[src/rtl/boot_ctrl.sv]
`default_nettype none
// ============================================================================
// boot_ctrl : streams a program image into CPU memory, then runs it to halt
// Revision  : 1.0
// ============================================================================
module boot_ctrl #(
  parameter int MEMSIZE = 64,
  parameter int ADDR_W  = 6,
  parameter int CNT_W   = 16
) (
  input  logic              CLOCK,
  input  logic              RESET,
  input  logic              start,
  input  logic [ADDR_W:0]   load_len,
  input  logic              in_valid,
  input  logic [7:0]        in_data,
  output logic              in_ready,
  input  logic              cpu_halt,
  input  logic              cpu_wr_flag,
  input  logic [ADDR_W-1:0] cpu_wr_addr,
  input  logic [7:0]        cpu_wr_value,
  output logic              mem_we,
  output logic [ADDR_W-1:0] mem_addr,
  output logic [7:0]        mem_wdata,
  output logic              cpu_reset,
  output logic [1:0]        state,
  output logic              done,
  output logic              err,
  output logic [CNT_W-1:0]  run_cycles
);

  typedef enum logic [1:0] {
    S_IDLE = 2'd0,
    S_LOAD = 2'd1,
    S_RUN  = 2'd2,
    S_HALT = 2'd3
  } state_t;

  localparam logic [ADDR_W:0]   MAX_LEN = (ADDR_W + 1)'(MEMSIZE);
  localparam logic [ADDR_W:0]   LEN_ONE = 1;
  localparam logic [ADDR_W-1:0] CNT_ONE = 1;
  localparam logic [CNT_W-1:0]  RUN_ONE = 1;

  state_t            state_q, state_d;
  logic [ADDR_W-1:0] cnt_q, cnt_d;
  logic [ADDR_W:0]   len_q, len_d;
  logic [CNT_W-1:0]  run_q, run_d;
  logic              err_q, err_d;

  logic len_legal;
  logic last_byte;

  assign len_legal = (load_len != '0) && (load_len <= MAX_LEN);
  assign last_byte = (({1'b0, cnt_q} + LEN_ONE) == len_q);

  always_ff @(posedge CLOCK or posedge RESET) begin
    if (RESET) begin
      state_q <= S_IDLE;
      cnt_q   <= '0;
      len_q   <= '0;
      run_q   <= '0;
      err_q   <= 1'b0;
    end else begin
      state_q <= state_d;
      cnt_q   <= cnt_d;
      len_q   <= len_d;
      run_q   <= run_d;
      err_q   <= err_d;
    end
  end

  always_comb begin
    state_d   = state_q;
    cnt_d     = cnt_q;
    len_d     = len_q;
    run_d     = run_q;
    err_d     = 1'b0;
    in_ready  = 1'b0;
    mem_we    = 1'b0;
    mem_addr  = '0;
    mem_wdata = '0;

    case (state_q)
      S_IDLE, S_HALT: begin
        if (start) begin
          if (len_legal) begin
            state_d = S_LOAD;
            len_d   = load_len;
            cnt_d   = '0;
            run_d   = '0;
          end else begin
            err_d = 1'b1;
          end
        end
      end

      // Only the loader reaches memory here; CPU write inputs are dropped.
      S_LOAD: begin
        in_ready = 1'b1;
        if (in_valid) begin
          mem_we    = 1'b1;
          mem_addr  = cnt_q;
          mem_wdata = in_data;
          if (last_byte) begin
            state_d = S_RUN;
            cnt_d   = '0;
          end else begin
            cnt_d = cnt_q + CNT_ONE;
          end
        end
      end

      S_RUN: begin
        mem_we = cpu_wr_flag;
        if (cpu_wr_flag) begin
          mem_addr  = cpu_wr_addr;
          mem_wdata = cpu_wr_value;
        end
        if (run_q != '1) begin
          run_d = run_q + RUN_ONE;
        end
        if (cpu_halt) begin
          state_d = S_HALT;
        end
      end

      default: begin
      end
    endcase
  end

  assign cpu_reset  = (state_q == S_IDLE) || (state_q == S_LOAD);
  assign done       = (state_q == S_HALT);
  assign state      = state_q;
  assign err        = err_q;
  assign run_cycles = run_q;

endmodule
`default_nettype wire

[config.mk]
export PLATFORM = sky130hd
export DESIGN_NAME = boot_ctrl
export DESIGN_NICKNAME = d
export VERILOG_FILES = /design/src/rtl/boot_ctrl.sv
export SDC_FILE = /design/constraint.sdc
export NUM_CORES = 1
export LEC_CHECK = 0
export CAP_MARGIN = 5
export CORE_MARGIN = 2
export CORE_UTILIZATION = 35
export DETAILED_ROUTE_END_ITERATION = 6
export SETUP_SLACK_MARGIN = 0.15
export SYNTH_ARGS = -nofsm -noshare
export SYNTH_HDL_FRONTEND = slang
export SYNTH_SLANG_ARGS = --single-unit
[constraint.sdc]
create_clock -name CLOCK -period 6 [get_ports CLOCK]
set_input_delay 1.5 -clock CLOCK [delete_from_list [all_inputs] [get_ports CLOCK]]
set_output_delay 1.5 -clock CLOCK [all_outputs]
set_load 0.01 [all_outputs]
---- Word level (Yosys, flattened, before mapping) ----
Index checks and enable logic that the tools add are counted.
Widths: inputs -> output; s select.
cells by class
  reductions and logical operators ........ 11
  $add $sub $neg .......................... 3
  equal/unequal tests ..................... 11
  magnitude comparators ................... 1
  mux-type cells .......................... 27
operators by type and width
  kind                   count
  $mux 16                3
  $mux 6                 6
  $pmux 16 s2            1
  $pmux 6 s2             2
  $add 16x1->16 const B  1
  $mux 8                 2
  $ne 16x16->1 const B   1
  $pmux 8 s2             1
  $ne 2x2->1 const B     6
  $mux 2                 5
  $reduce_and 4->1       2
  $add 6x1->7 const B    1
  $eq 7x7->1             1
  $le 7x7->1 const B     1
  $reduce_bool 7->1      1
  $add 6x1->6 const B    1
  $pmux 2 s3             1
  $mux 1                 5
  $reduce_and 5->1       1
  $eq 2x2->1 const B     2
  $reduce_bool 2->1      2
  $reduce_and 3->1       1
  $eq 2x1->1 const B     1
  $logic_not 2->1        1
  other kinds (4)        4
storage, ports and cells
  bits of input ports ..................... 35
  output and inout bits ................... 37
  flip-flop bits (word level) ............. 32
  word-level logic and storage cells ...... 58

---- Logic depth before layout (Yosys ltp) ----
Gate-level depths: netlist of the first run.
  depth after elaboration ................. 5
  depth in mapped cells ................... 8
  mapped depth without buffers ............ 7

---- Worst setup path after synthesis of the first run ----
Ideal clock, no wire load.
  kind .................................... input -> output
  start point ............................. input cpu_wr_flag
  end point ............................... output mem_addr[2]
  stages on the path ...................... 5
  required time ........................... 4.500 ns
  path slack .............................. 2.122 ns
  arrival time ............................ 2.378 ns
  cells stage by stage .................... and2_1 clkbuf_1 clkbuf_1 a22oi_1 nor2_1
between the ends
  word-level cells in the longest chain between the ends .. 2
ends and longest elaborated chain
  what                RTL line  RTL
  start: declaration  19        input logic cpu_wr_flag,
  $mux 6              115       if (cpu_wr_flag) begin
  $pmux 6 s2          83        case (state_q)
  end: declaration    23        output logic [ADDR_W-1:0] mem_addr,
Every way passes these cells.

---- Worst setup path in the final report of the first run ----
  start point ............................. input cpu_wr_flag
  end point ............................... output mem_wdata[3]
between the ends
  word-level cells in the longest chain between the ends .. 2
ends and longest elaborated chain
  what              RTL line  RTL
  $mux 8            115
  $pmux 8 s2        83
  end: declaration  24        output logic [7:0] mem_wdata,
Every way passes these cells.

==> reports/metrics.json, run 1 <==
{
  "placed_design": {
    "placement.setup.worst_slack_ns": 1.242,
    "post_dp_cell_area_sq_um": 2883,
    "gp_congestion": 0.7366,
    "place.detailed.hpwl_um": 4022,
    "io_buffer_count": 71
  },
  "sta": {
    "finalCriticalPeriod_ns": 4.760,
    "timing.slew.headroom_pct": 36.28,
    "fmax_mhz": 210.1,
    "finalHoldViolations": 0,
    "timing.setup.tns_ns": 0,
    "transition_time_at_the_pin_with_the_least_slew_margin_ns": 0.9517,
    "report.final.slew_viol_count": 0,
    "unrepaired_setup_endpoints_after_global_routing": "false",
    "post-route-worst-setup-slack_ns": 1.240,
    "fin_worst_skew_ns": 0.01016,
    "layout_worst_path_cycle_share_pct": 79.34,
    "finalSetupViolCount": 0
  },
  "worst_setup_path": {
    "worstPathRequired_ns": 4.50,
    "maximum_single_stage_delay_on_the_critical_path_ns": 0.55,
    "endpoint_kind": "output port",
    "critical_path.most_common_cell": "clkdlybuf4s50_1",
    "cpMaxStageDelayCell": "clkdlybuf4s50_1",
    "worst_setup_path_type": "in2out",
    "arrival_ns": 3.26,
    "crit_path_max_fanout": 15,
    "timing.reg2reg.worst_path_depth": 7,
    "crit_path_start_kind": "input pin",
    "worstPathCellList": "clkdlybuf4s50_1 > and2_1 > a22oi_1 > nor2_1 > clkdlybuf4s50_1"
  },
  "routing": {
    "drt_pass1_iterations": 4,
    "routed_wire_length_per_instance_um": 14.53,
    "met3_wirelength_um": 447,
    "detail_route.wirelength_um": 5537,
    "topRoutingLayerUsed": "met4",
    "met2WireLength_um": 2550,
    "m1WireLength_um": 2505,
    "post-route-drc-count": 0,
    "drtAntennaViolNets": 0,
    "dr_total_vias": 1989,
    "drt_initial_violations": 98,
    "routed_via_density": 5.220
  },
  "die": {
    "design.die.area_sq_um": 6732,
    "core_area_sq_um": 5921,
    "ios": 72,
    "dieHeight_um": 82.05,
    "fp.dieW_um": 82.05,
    "initial_core_util_pct": 36.01,
    "rows": 28
  },
  "synth": {
    "yosys-top-cells-area": "dfrtp_1, a22oi_1, nand2_1",
    "ys_ff_latch": 32,
    "synth_flop_cell": "dfrtp_1",
    "syn_avg_cell_area_sq_um": 8.884,
    "synth_top_area_share_pct": 37.56,
    "share_of_synthesized_registers_carrying_an_async_set_or_reset_pct": 100.0,
    "synth_edf_count": 0,
    "synthDistinctLibCells": 48,
    "postSynthCellCount": 240,
    "nets_in_the_synthesized_netlist": 282,
    "seq_area_frac_synth_pct": 37.56,
    "netlist.top_cell.by_area": "dfrtp_1",
    "ys_warn_count": 0,
    "post_synth_instance_area_sq_um": 2132
  },
  "min_path": {
    "whs_path_depth": 1,
    "timing.hold.worst.class": "reg2reg"
  },
  "finish": {
    "post-route-cell-area_sq_um": 2960,
    "leading_cell_type_in_the_layout_fill_and_taps_excluded": "clkdlybuf4s50_1",
    "final_cell_mix": "clkdlybuf4s50_1, dfrtp_1, nand2_1, nor2_1, a22oi_1",
    "filler_instances": 571,
    "post_layout_net_count": 348,
    "insertedDiodeCount": 0,
    "post_route_cells_drive_above_1_share_pct": 8.170,
    "syn2layout_area_growth_pct": 38.85,
    "final_core_utilization_pct": 50.00
  },
  "clock_network": {
    "tritoncts_num_sinks": 32,
    "tritoncts.num_buffers": 5,
    "clockRootBuffer": "clkbuf_8",
    "cts.repair.resized": 0,
    "tritoncts": "built",
    "clkLatencyLatePin_ns": 0.28,
    "clkSlewWorstSetupHoldPaths_ns": 0.07,
    "cts_setup_buffers": 0,
    "cts-root-to-sink-buffers": 2,
    "htree_num_levels": 2,
    "cts_hold_buffers": 0
  },
  "power_and_ir_drop": {
    "vdd.ir_drop.worst_uv": 137.3,
    "power-per-cell-area_nw_per_um2": 403.5,
    "total_power_uw": 1195,
    "leakage_uw": 0.001159
  },
  "global_route": {
    "gr-usage-all-layers_pct": 17.23,
    "grt_residual_overflow": 0,
    "grt_first_pass_wirelength_um": 9032,
    "number_of_global_route_vias_before_repair": 1919,
    "grt_max_degree": 33,
    "number_of_antenna_violations_at_the_first_check_in_global_routing": 0
  },
  "job": {
    "drv.max_cap_violation_count": 0
  },
  "status": {
    "outcome": "completed"
  }
}
-- state kept, by name, indices dropped and copies added (netlist names) --
register / flops
len_q: 7
err: 1
state: 2
cnt_q: 6
run_cycles: 16
-- area by class of cell --
| class | instances | area, sq um | area share [%] |
|---|---|---|---|
| Timing Repair Buffer | 72 | 718.2 | 24.26 |
| Clock inverter | 1 | 5.005 | 0.1691 |
| Sequential cell | 32 | 800.8 | 27.05 |
| Inverter | 10 | 37.54 | 1.268 |
| Tap cell | 75 | 93.84 | 3.170 |
| Clock buffer | 6 | 72.57 | 2.451 |
| Multi-Input combinational cell | 185 | 1232 | 41.63 |
-- kinds of logic after synthesis --
kind of cell | synth area share, %
AO/OA/AOI/OAI | 20.66
XOR/XNOR | 4.108
adder cells (fa/ha/maj) | 4.108
buffers and inverters | 4.636
flip-flops | 37.56
multiplexers | 6.162
AND/OR/NAND/NOR | 22.77
-- power by group --
part,total [uW],internal (uW),switching (uW)
sequential,351,276,75.8
clock,160,78.9,80.8
combinational,683,320,364
total,1190,674,521
-- path summary, 6_finish.rpt --
check	startpoint	to	slack (ns)
max	cpu_wr_flag	mem_wdata[3]	1.24
min	run_cycles[11]	run_cycles[11]	0.54
max reg2reg	run_cycles[0]	run_cycles[2]	3.40
min reg2reg	run_cycles[11]	run_cycles[11]	0.54
max in group asynchronous	RESET	run_cycles[2]	4.08
min in group asynchronous	RESET	cnt_q[2]	1.61
-- through the flow --
step           cells  hold slack (ns)
2_1_floorplan    240           0.5011
3_3_place_gp     374           0.5177
3_5_place_dp     374           0.5201
4_1_cts          381           0.5381
5_1_grt          381           0.5617
6_report         381           0.5393
-- layer usage --
metal  vias up  GRT usage, %
met2        72         28.94
met1       929         22.38
met5         -             0
met3         4         3.736
met4         0         4.500
li1        984             -
-- synthesized netlist by cell type, types with 3 or more instances --
cell type,number
or2_2,3
a21oi_1,8
xor2_1,4
o21ai_0,11
nor3b_1,3
o21ai_1,6
inv_1,9
nand3_1,13
mux2i_1,3
nand2_1,25
and2_1,4
a22oi_1,14
clkbuf_1,10
o21a_1,4
or3_1,6
xnor2_1,6
mux2_2,8
o41ai_1,3
dfrtp_1,32
o31ai_1,4
nor2_1,21
nand2b_1,4
ha_1,7
nor2b_1,4
-- critical path, delay by kind of cell --
| family | cells | cell delay, ns |
|---|---|---|
| buf+inv | 2 | 1.01 |
| simple gates | 2 | 0.57 |
| compound gates | 1 | 0.18 |
No activity file was read; power rests on OpenSTA's default activity.
==> run 2: changes to the inputs <==
PLACE_DENSITY = 0.67   (was unset)
clock period = 3.8 ns   (was 6 ns; I/O delays follow)
==> run 2 against run 1 <==
  * Hold slack got worse by 0.0059 ns
  * Critical path depth increased by 1
  * Critical endpoint is now mem_wdata[6]
  * Via count increased by 0.10%
  * Cell count increased by 1.3%
  * Power increased by 61%
  * Register-to-register slack got worse by 2.2 ns
==> reports/metrics.json, run 2 (synthesized netlist as in run 1, its figures left out) <==
{
  "sta": {
    "layout_worst_path_cycle_share_pct": 89.89,
    "transition_time_at_the_pin_with_the_least_slew_margin": {"value": 0.8965, "unit": "ns", "change": "-0.05520 ns"},
    "fin_worst_skew": {"value": 0.008177, "unit": "ns", "change": "-0.001985 ns"},
    "finalCriticalPeriod_ns": 3.416,
    "timing.setup.tns": {"value": 0, "unit": "ns", "change": "unchanged"},
    "unrepaired_setup_endpoints_after_global_routing": "false",
    "finalSetupViolCount": {"value": 0, "change": "unchanged"},
    "fmax_mhz": 292.7,
    "report.final.slew_viol_count": {"value": 0, "change": "unchanged"},
    "finalHoldViolations": {"value": 0, "change": "unchanged"},
    "post-route-worst-setup-slack": {"value": 0.3841, "unit": "ns", "change": "-0.8558 ns"},
    "timing.slew.headroom": {"value": 39.97, "unit": "%", "change": "+3.7 points"}
  },
  "clock_network": {
    "htree_num_levels": {"value": 2, "change": "unchanged"},
    "cts-root-to-sink-buffers": {"value": 2, "change": "unchanged"},
    "tritoncts": "built",
    "clockRootBuffer": "clkbuf_8",
    "cts.repair.resized": {"value": 0, "change": "unchanged"},
    "cts_setup_buffers": {"value": 0, "change": "unchanged"},
    "cts_hold_buffers": {"value": 0, "change": "unchanged"},
    "clkLatencyLatePin": {"value": 0.28, "unit": "ns", "change": "about the same"},
    "clkSlewWorstSetupHoldPaths": {"value": 0.06, "unit": "ns", "change": "about the same"},
    "tritoncts.num_buffers": {"value": 5, "change": "unchanged"},
    "tritoncts_num_sinks": {"value": 32, "change": "unchanged"}
  },
  "finish": {
    "final_cell_mix": "clkdlybuf4s50_1, dfrtp_1, nand2_1, nor2_1, a22oi_1",
    "final_core_utilization": {"value": 50.76, "unit": "%", "change": "+0.76 points"},
    "filler_instances": {"value": 558, "change": "-2.3%"},
    "largest_reg_flops": {"value": 16, "change": "unchanged"},
    "multi_input_comb_area": {"value": 1232, "unit": "sq um", "change": "unchanged"},
    "syn2layout_area_growth_pct": 40.96,
    "post_layout_net_count": {"value": 352, "change": "+1.1%"},
    "leading_cell_type_in_the_layout_fill_and_taps_excluded": "clkdlybuf4s50_1",
    "insertedDiodeCount": {"value": 0, "change": "unchanged"},
    "finalNonFillerCells": {"value": 386, "change": "+1.3%"},
    "post_route_cells_drive_above_1_share": {"value": 9.968, "unit": "%", "change": "+1.8 points"},
    "area.sequential": {"value": 800.8, "unit": "sq um", "change": "unchanged"}
  },
  "status": {
    "outcome": "completed"
  },
  "global_route": {
    "number_of_antenna_violations_at_the_first_check_in_global_routing": {"value": 0, "change": "unchanged"},
    "gr-usage-all-layers": {"value": 17.35, "unit": "%", "change": "+0.12 points"},
    "grt_first_pass_wirelength": {"value": 9052, "unit": "um", "change": "+0.22%"},
    "grt_max_degree": {"value": 33, "change": "unchanged"},
    "number_of_global_route_vias_before_repair": {"value": 1922, "change": "+0.16%"},
    "grt_residual_overflow": {"value": 0, "change": "unchanged"}
  },
  "power_and_ir_drop": {
    "power-per-cell-area": {"value": 640.3, "unit": "nW/um^2", "change": "+59%"},
    "vdd.ir_drop.worst": {"value": 209.8, "unit": "uV", "change": "+53%"},
    "leakage": {"value": 0.001190, "unit": "uW", "change": "+2.7%"},
    "total_power": {"value": 1924, "unit": "uW", "change": "+61%"}
  },
  "die": {
    "initial_core_util": {"value": 36.01, "unit": "%", "change": "unchanged"},
    "design.die.area": {"value": 6732, "unit": "sq um", "change": "unchanged"},
    "ios": {"value": 72, "change": "unchanged"},
    "rows": {"value": 28, "change": "unchanged"},
    "fp.dieW": {"value": 82.05, "unit": "um", "change": "unchanged"},
    "core_area": {"value": 5921, "unit": "sq um", "change": "unchanged"},
    "dieHeight": {"value": 82.05, "unit": "um", "change": "unchanged"}
  },
  "worst_setup_path": {
    "critical_path.most_common_cell": "clkdlybuf4s50_1",
    "crit_path_start_kind": "input pin",
    "cpMaxStageDelayCell": "clkdlybuf4s50_1",
    "worstPathCellList": "clkdlybuf4s50_1 > and2_1 > buf_4 > a22oi_1 > nor2_1 > clkdlybuf4s50_1",
    "worstPathRequired": {"value": 2.85, "unit": "ns", "change": "-1.65 ns"},
    "arrival": {"value": 2.47, "unit": "ns", "change": "-0.79 ns"},
    "worst_setup_path_type": "in2out",
    "crit_path_max_fanout": {"value": 15, "change": "unchanged"},
    "maximum_single_stage_delay_on_the_critical_path": {"value": 0.54, "unit": "ns", "change": "about the same"},
    "endpoint_kind": "output port",
    "timing.reg2reg.worst_path_depth": {"value": 7, "change": "unchanged"}
  },
  "job": {
    "drv.max_cap_violation_count": {"value": 0, "change": "unchanged"}
  },
  "placed_design": {
    "place.detailed.hpwl": {"value": 4014, "unit": "um", "change": "-0.20%"},
    "placed_cells": {"value": 378, "change": "+1.1%"},
    "io_buffer_count": {"value": 71, "change": "unchanged"},
    "gp_congestion": {"value": 0.7708, "change": "+4.6%"},
    "placement.setup.worst_slack": {"value": 0.3860, "unit": "ns", "change": "-0.8564 ns"}
  },
  "routing": {
    "routed_wire_length_per_instance": {"value": 14.25, "unit": "um", "change": "-1.9%"},
    "detail_route.wirelength": {"value": 5501, "unit": "um", "change": "-0.65%"},
    "drt_initial_violations": {"value": 68, "change": "-31%"},
    "drtAntennaViolNets": {"value": 0, "change": "unchanged"},
    "dr_total_vias": {"value": 1991, "change": "+0.10%"},
    "drt_pass1_iterations": {"value": 4, "change": "unchanged"},
    "post-route-drc-count": {"value": 0, "change": "unchanged"},
    "routed_via_density": {"value": 5.158, "change": "-1.2%"}
  },
  "min_path": {
    "timing.hold.worst.class": "reg2reg",
    "whs_path_depth": {"value": 1, "change": "unchanged"}
  }
}
## run 2: cell count changes in the layout (fill, tap and decap cells not counted)
cell and change:
buf_4 +4, clkbuf_1 -1, clkbuf_8 +1, clkinv_2 +1
## run 2: cell type report
cell class	count	area share (%)
repair buffers	76	24.90
clock buffers	6	2.748
inverters	10	1.249
well taps	75	3.122
multi-input cells	185	41.01
clock inverters	2	0.3331
flip-flops and latches	32	26.64
## run 2: worst paths after layout
kind | from | to | slack [ns]
max | cpu_wr_flag | mem_wdata[6] | 0.38
min | run_cycles[13] | run_cycles[13] | 0.53
max reg2reg | run_cycles[0] | run_cycles[2] | 1.21
min reg2reg | run_cycles[13] | run_cycles[13] | 0.53
max in group asynchronous | RESET | cnt_q[2] | 2.44
min in group asynchronous | RESET | len_q[3] | 1.05
## run 2: routing by layer
layer	part of all wire (%)	routed length [um]	track usage, %	vias to the layer above
met5	0	0	0	-
met4	0.87	48	5.000	0
met3	9.1	500	5.055	5
met2	44	2441	28.29	63
met1	46	2509	22.28	928
li1	-	-	-	995
## run 2: report_power, final
part	switching (uW)	internal, uW
registers	123	435
clock network	127	144
logic	573	522
## run 2: per-stage QoR
| stage | hold WS, ns | area (sq um) |
|---|---|---|
| 6_report | 0.5334 | 3005 |
| 5_1_grt | 0.5659 | 3005 |
| 4_1_cts | 0.5342 | 3005 |
| 3_5_place_dp | 0.5213 | 2913 |
| 3_3_place_gp | 0.5153 | 2913 |
| 2_1_floorplan | 0.5011 | 2132 |
## run 2: critical path, delay by kind of cell
family,cells,cell delay [ns]
simple gates,2,0.22
buf+inv,3,1.19
compound gates,1,0.11
==> run 3: changes to the inputs <==
CORE_UTILIZATION = 41   (was 35)
PLACE_DENSITY = 0.76   (was 0.67)
==> run 3 against run 2 <==
  * Clock skew down 0.0061 ns
  * Clock power down 2%
  * Clock-buffer cell count up 2
  * Critical endpoint is now mem_wdata[4]
  * Largest power group unchanged
  * Register-to-register slack worse by 0.02 ns
  * Largest cell class unchanged
  * Cell count down 2.1%
  * Final area down 0.96%
  * Global-route usage up 1.5 points
==> reports/metrics.json, run 3 (synthesized netlist as in run 1, its figures left out) <==
{
  "global_route": {
    "grt_first_pass_wirelength": {"value": 9004, "unit": "um", "change": "-0.53%"},
    "gr-usage-all-layers": {"value": 18.85, "unit": "%", "change": "+1.5 points"},
    "grt_residual_overflow": {"value": 0, "change": "unchanged"},
    "grt_max_degree": {"value": 33, "change": "unchanged"},
    "number_of_antenna_violations_at_the_first_check_in_global_routing": {"value": 0, "change": "unchanged"},
    "number_of_global_route_vias_before_repair": {"value": 1914, "change": "-0.42%"}
  },
  "routing": {
    "drt_pass1_iterations": {"value": 4, "change": "unchanged"},
    "drtAntennaViolNets": {"value": 0, "change": "unchanged"},
    "drt_initial_violations": {"value": 77, "change": "+13%"},
    "post-route-drc-count": {"value": 0, "change": "unchanged"},
    "detail_route.wirelength": {"value": 5271, "unit": "um", "change": "-4.2%"},
    "dr_total_vias": {"value": 2026, "change": "+1.8%"},
    "routed_wire_length_per_instance": {"value": 13.94, "unit": "um", "change": "-2.2%"},
    "routed_via_density": {"value": 5.360, "change": "+3.9%"}
  },
  "worst_setup_path": {
    "worstPathRequired": {"value": 2.85, "unit": "ns", "change": "about the same"},
    "arrival": {"value": 2.55, "unit": "ns", "change": "+0.08 ns"},
    "worst_setup_path_type": "in2out",
    "endpoint_kind": "output port",
    "crit_path_max_fanout": {"value": 15, "change": "unchanged"},
    "crit_path_start_kind": "input pin"
  },
  "sta": {
    "fin_worst_skew": {"value": 0.002105, "unit": "ns", "change": "-0.006073 ns"},
    "report.final.slew_viol_count": {"value": 0, "change": "unchanged"},
    "post-route-worst-setup-slack": {"value": 0.3023, "unit": "ns", "change": "-0.08183 ns"},
    "layout_worst_path_cycle_share": {"value": 92.05, "unit": "%", "change": "+2.2 points"},
    "whs": {"value": 0.5331, "unit": "ns", "change": "-0.0003580 ns"},
    "transition_time_at_the_pin_with_the_least_slew_margin": {"value": 0.9524, "unit": "ns", "change": "+0.05597 ns"},
    "finalCriticalPeriod": {"value": 3.498, "unit": "ns", "change": "+0.08183 ns"},
    "finalHoldViolations": {"value": 0, "change": "unchanged"},
    "timing.setup.tns": {"value": 0, "unit": "ns", "change": "unchanged"},
    "fmax": {"value": 285.9, "unit": "MHz", "change": "-2.3%"},
    "finalSetupViolCount": {"value": 0, "change": "unchanged"},
    "timing.slew.headroom": {"value": 36.22, "unit": "%", "change": "-3.7 points"},
    "unrepaired_setup_endpoints_after_global_routing": "false"
  },
  "clock_network": {
    "tritoncts": "built",
    "tritoncts_num_sinks": {"value": 32, "change": "unchanged"},
    "clkSlewWorstSetupHoldPaths": {"value": 0.06, "unit": "ns", "change": "about the same"},
    "tritoncts.num_buffers": {"value": 5, "change": "unchanged"},
    "clockRootBuffer": "clkbuf_8",
    "htree_num_levels": {"value": 2, "change": "unchanged"},
    "clkLatencyLatePin": {"value": 0.28, "unit": "ns", "change": "about the same"},
    "cts-root-to-sink-buffers": {"value": 2, "change": "unchanged"}
  },
  "placed_design": {
    "place.detailed.hpwl": {"value": 3877, "unit": "um", "change": "-3.4%"},
    "io_buffer_count": {"value": 71, "change": "unchanged"},
    "gp_congestion": {"value": 0.7833, "change": "+1.6%"},
    "placement.setup.worst_slack": {"value": 0.1213, "unit": "ns", "change": "-0.2647 ns"}
  },
  "die": {
    "rows": {"value": 26, "change": "-7.1%"},
    "core_area": {"value": 5075, "unit": "sq um", "change": "-14%"},
    "initial_core_util": {"value": 42.01, "unit": "%", "change": "+6.0 points"},
    "design.die.area": {"value": 5793, "unit": "sq um", "change": "-14%"},
    "ios": {"value": 72, "change": "unchanged"},
    "fp.dieW": {"value": 76.11, "unit": "um", "change": "-7.2%"},
    "dieHeight": {"value": 76.11, "unit": "um", "change": "-7.2%"}
  },
  "min_path": {
    "timing.hold.worst.class": "reg2reg"
  },
  "status": {
    "outcome": "completed"
  },
  "job": {
    "drv.max_cap_violation_count": {"value": 0, "change": "unchanged"}
  },
  "finish": {
    "final_core_utilization": {"value": 58.65, "unit": "%", "change": "+7.9 points"},
    "post_layout_net_count": {"value": 349, "change": "-0.85%"},
    "post_route_cells_drive_above_1_share": {"value": 9.091, "unit": "%", "change": "-0.88 points"},
    "final_cell_mix": "clkdlybuf4s50_1, dfrtp_1, nand2_1, nor2_1, a22oi_1",
    "leading_cell_type_in_the_layout_fill_and_taps_excluded": "clkdlybuf4s50_1",
    "syn2layout_area_growth_pct": 39.61,
    "largest_reg_flops": {"value": 16, "change": "unchanged"},
    "insertedDiodeCount": {"value": 0, "change": "unchanged"}
  },
  "power_and_ir_drop": {
    "leakage": {"value": 0.001170, "unit": "uW", "change": "-1.6%"},
    "vdd.ir_drop.worst": {"value": 402.6, "unit": "uV", "change": "+92%"},
    "power-per-cell-area": {"value": 638.4, "unit": "nW/um^2", "change": "-0.29%"}
  }
}
-- run 3: changes by cell type in the layout (fill, tap and decap cells not counted), sizes merged --
| cell | change |
|---|---|
| clkinv | -2 |
| clkbuf | +2 |
| buf | -3 |
-- run 3: area by class of cell --
class | instances | area (sq um)
clock buffers | 8 | 90.09
fillers | 473 | 2098
inverters | 10 | 37.54
multi-input cells | 185 | 1235
flip-flops and latches | 32 | 800.8
well taps | 70 | 87.58
repair buffers | 73 | 725.7
-- run 3: per-stage QoR --
step / cells / power (uW) / instance area (sq um)
after global placement: 370 / 1604 / 2884
final: 378 / 1900 / 2977
after global routing: 378 / 2056 / 2977
after CTS: 378 / 1912 / 2975
after detailed placement: 370 / 1635 / 2884
after floorplan: 240 / 1308 / 2132
-- run 3: routing by layer --
layer	vias to the layer above	part of all wire [%]	global-route usage, %
met1	924	46	24.72
met3	12	8.0	5.687
met2	94	44	29.73
met4	0	1.3	6.545
met5	-	0	0
li1	996	-	-
-- run 3: final timing paths --
| check | start | end | slack (ns) | cells after the start |
|---|---|---|---|---|
| hold / removal | len_q[5] | len_q[5] | 0.53 | 1 |
| setup reg to reg | run_cycles[0] | run_cycles[2] | 1.19 | 7 |
| hold reg to reg | len_q[5] | len_q[5] | 0.53 | 1 |
| setup / recovery | in_valid | mem_wdata[4] | 0.30 | 5 |
| max in group asynchronous | RESET | cnt_q[2] | 2.46 | 3 |
| min in group asynchronous | RESET | len_q[0] | 1.05 | 3 |
-- run 3: report_power, final --
group	internal (uW)	total, uW	switching, uW
registers	436	555	119
clock network	148	267	119
logic	509	1080	569
total	1090	1900	808
-- run 3: worst max-delay path: stages --
cell	delay (ns)
clkdlybuf4s50_1	0.50
and2_2	0.32
a22oi_1	0.13
nor2_1	0.10
clkdlybuf4s50_1	0.54
-- run 3: repair_timing --
action                                  in CTS  in global routing
setup buffers                                0                  0
endpoints found under the setup margin       6                 14
resized for setup                            1                  1
endpoints found under the hold margin        0                  0
hold buffers                                 0                  0
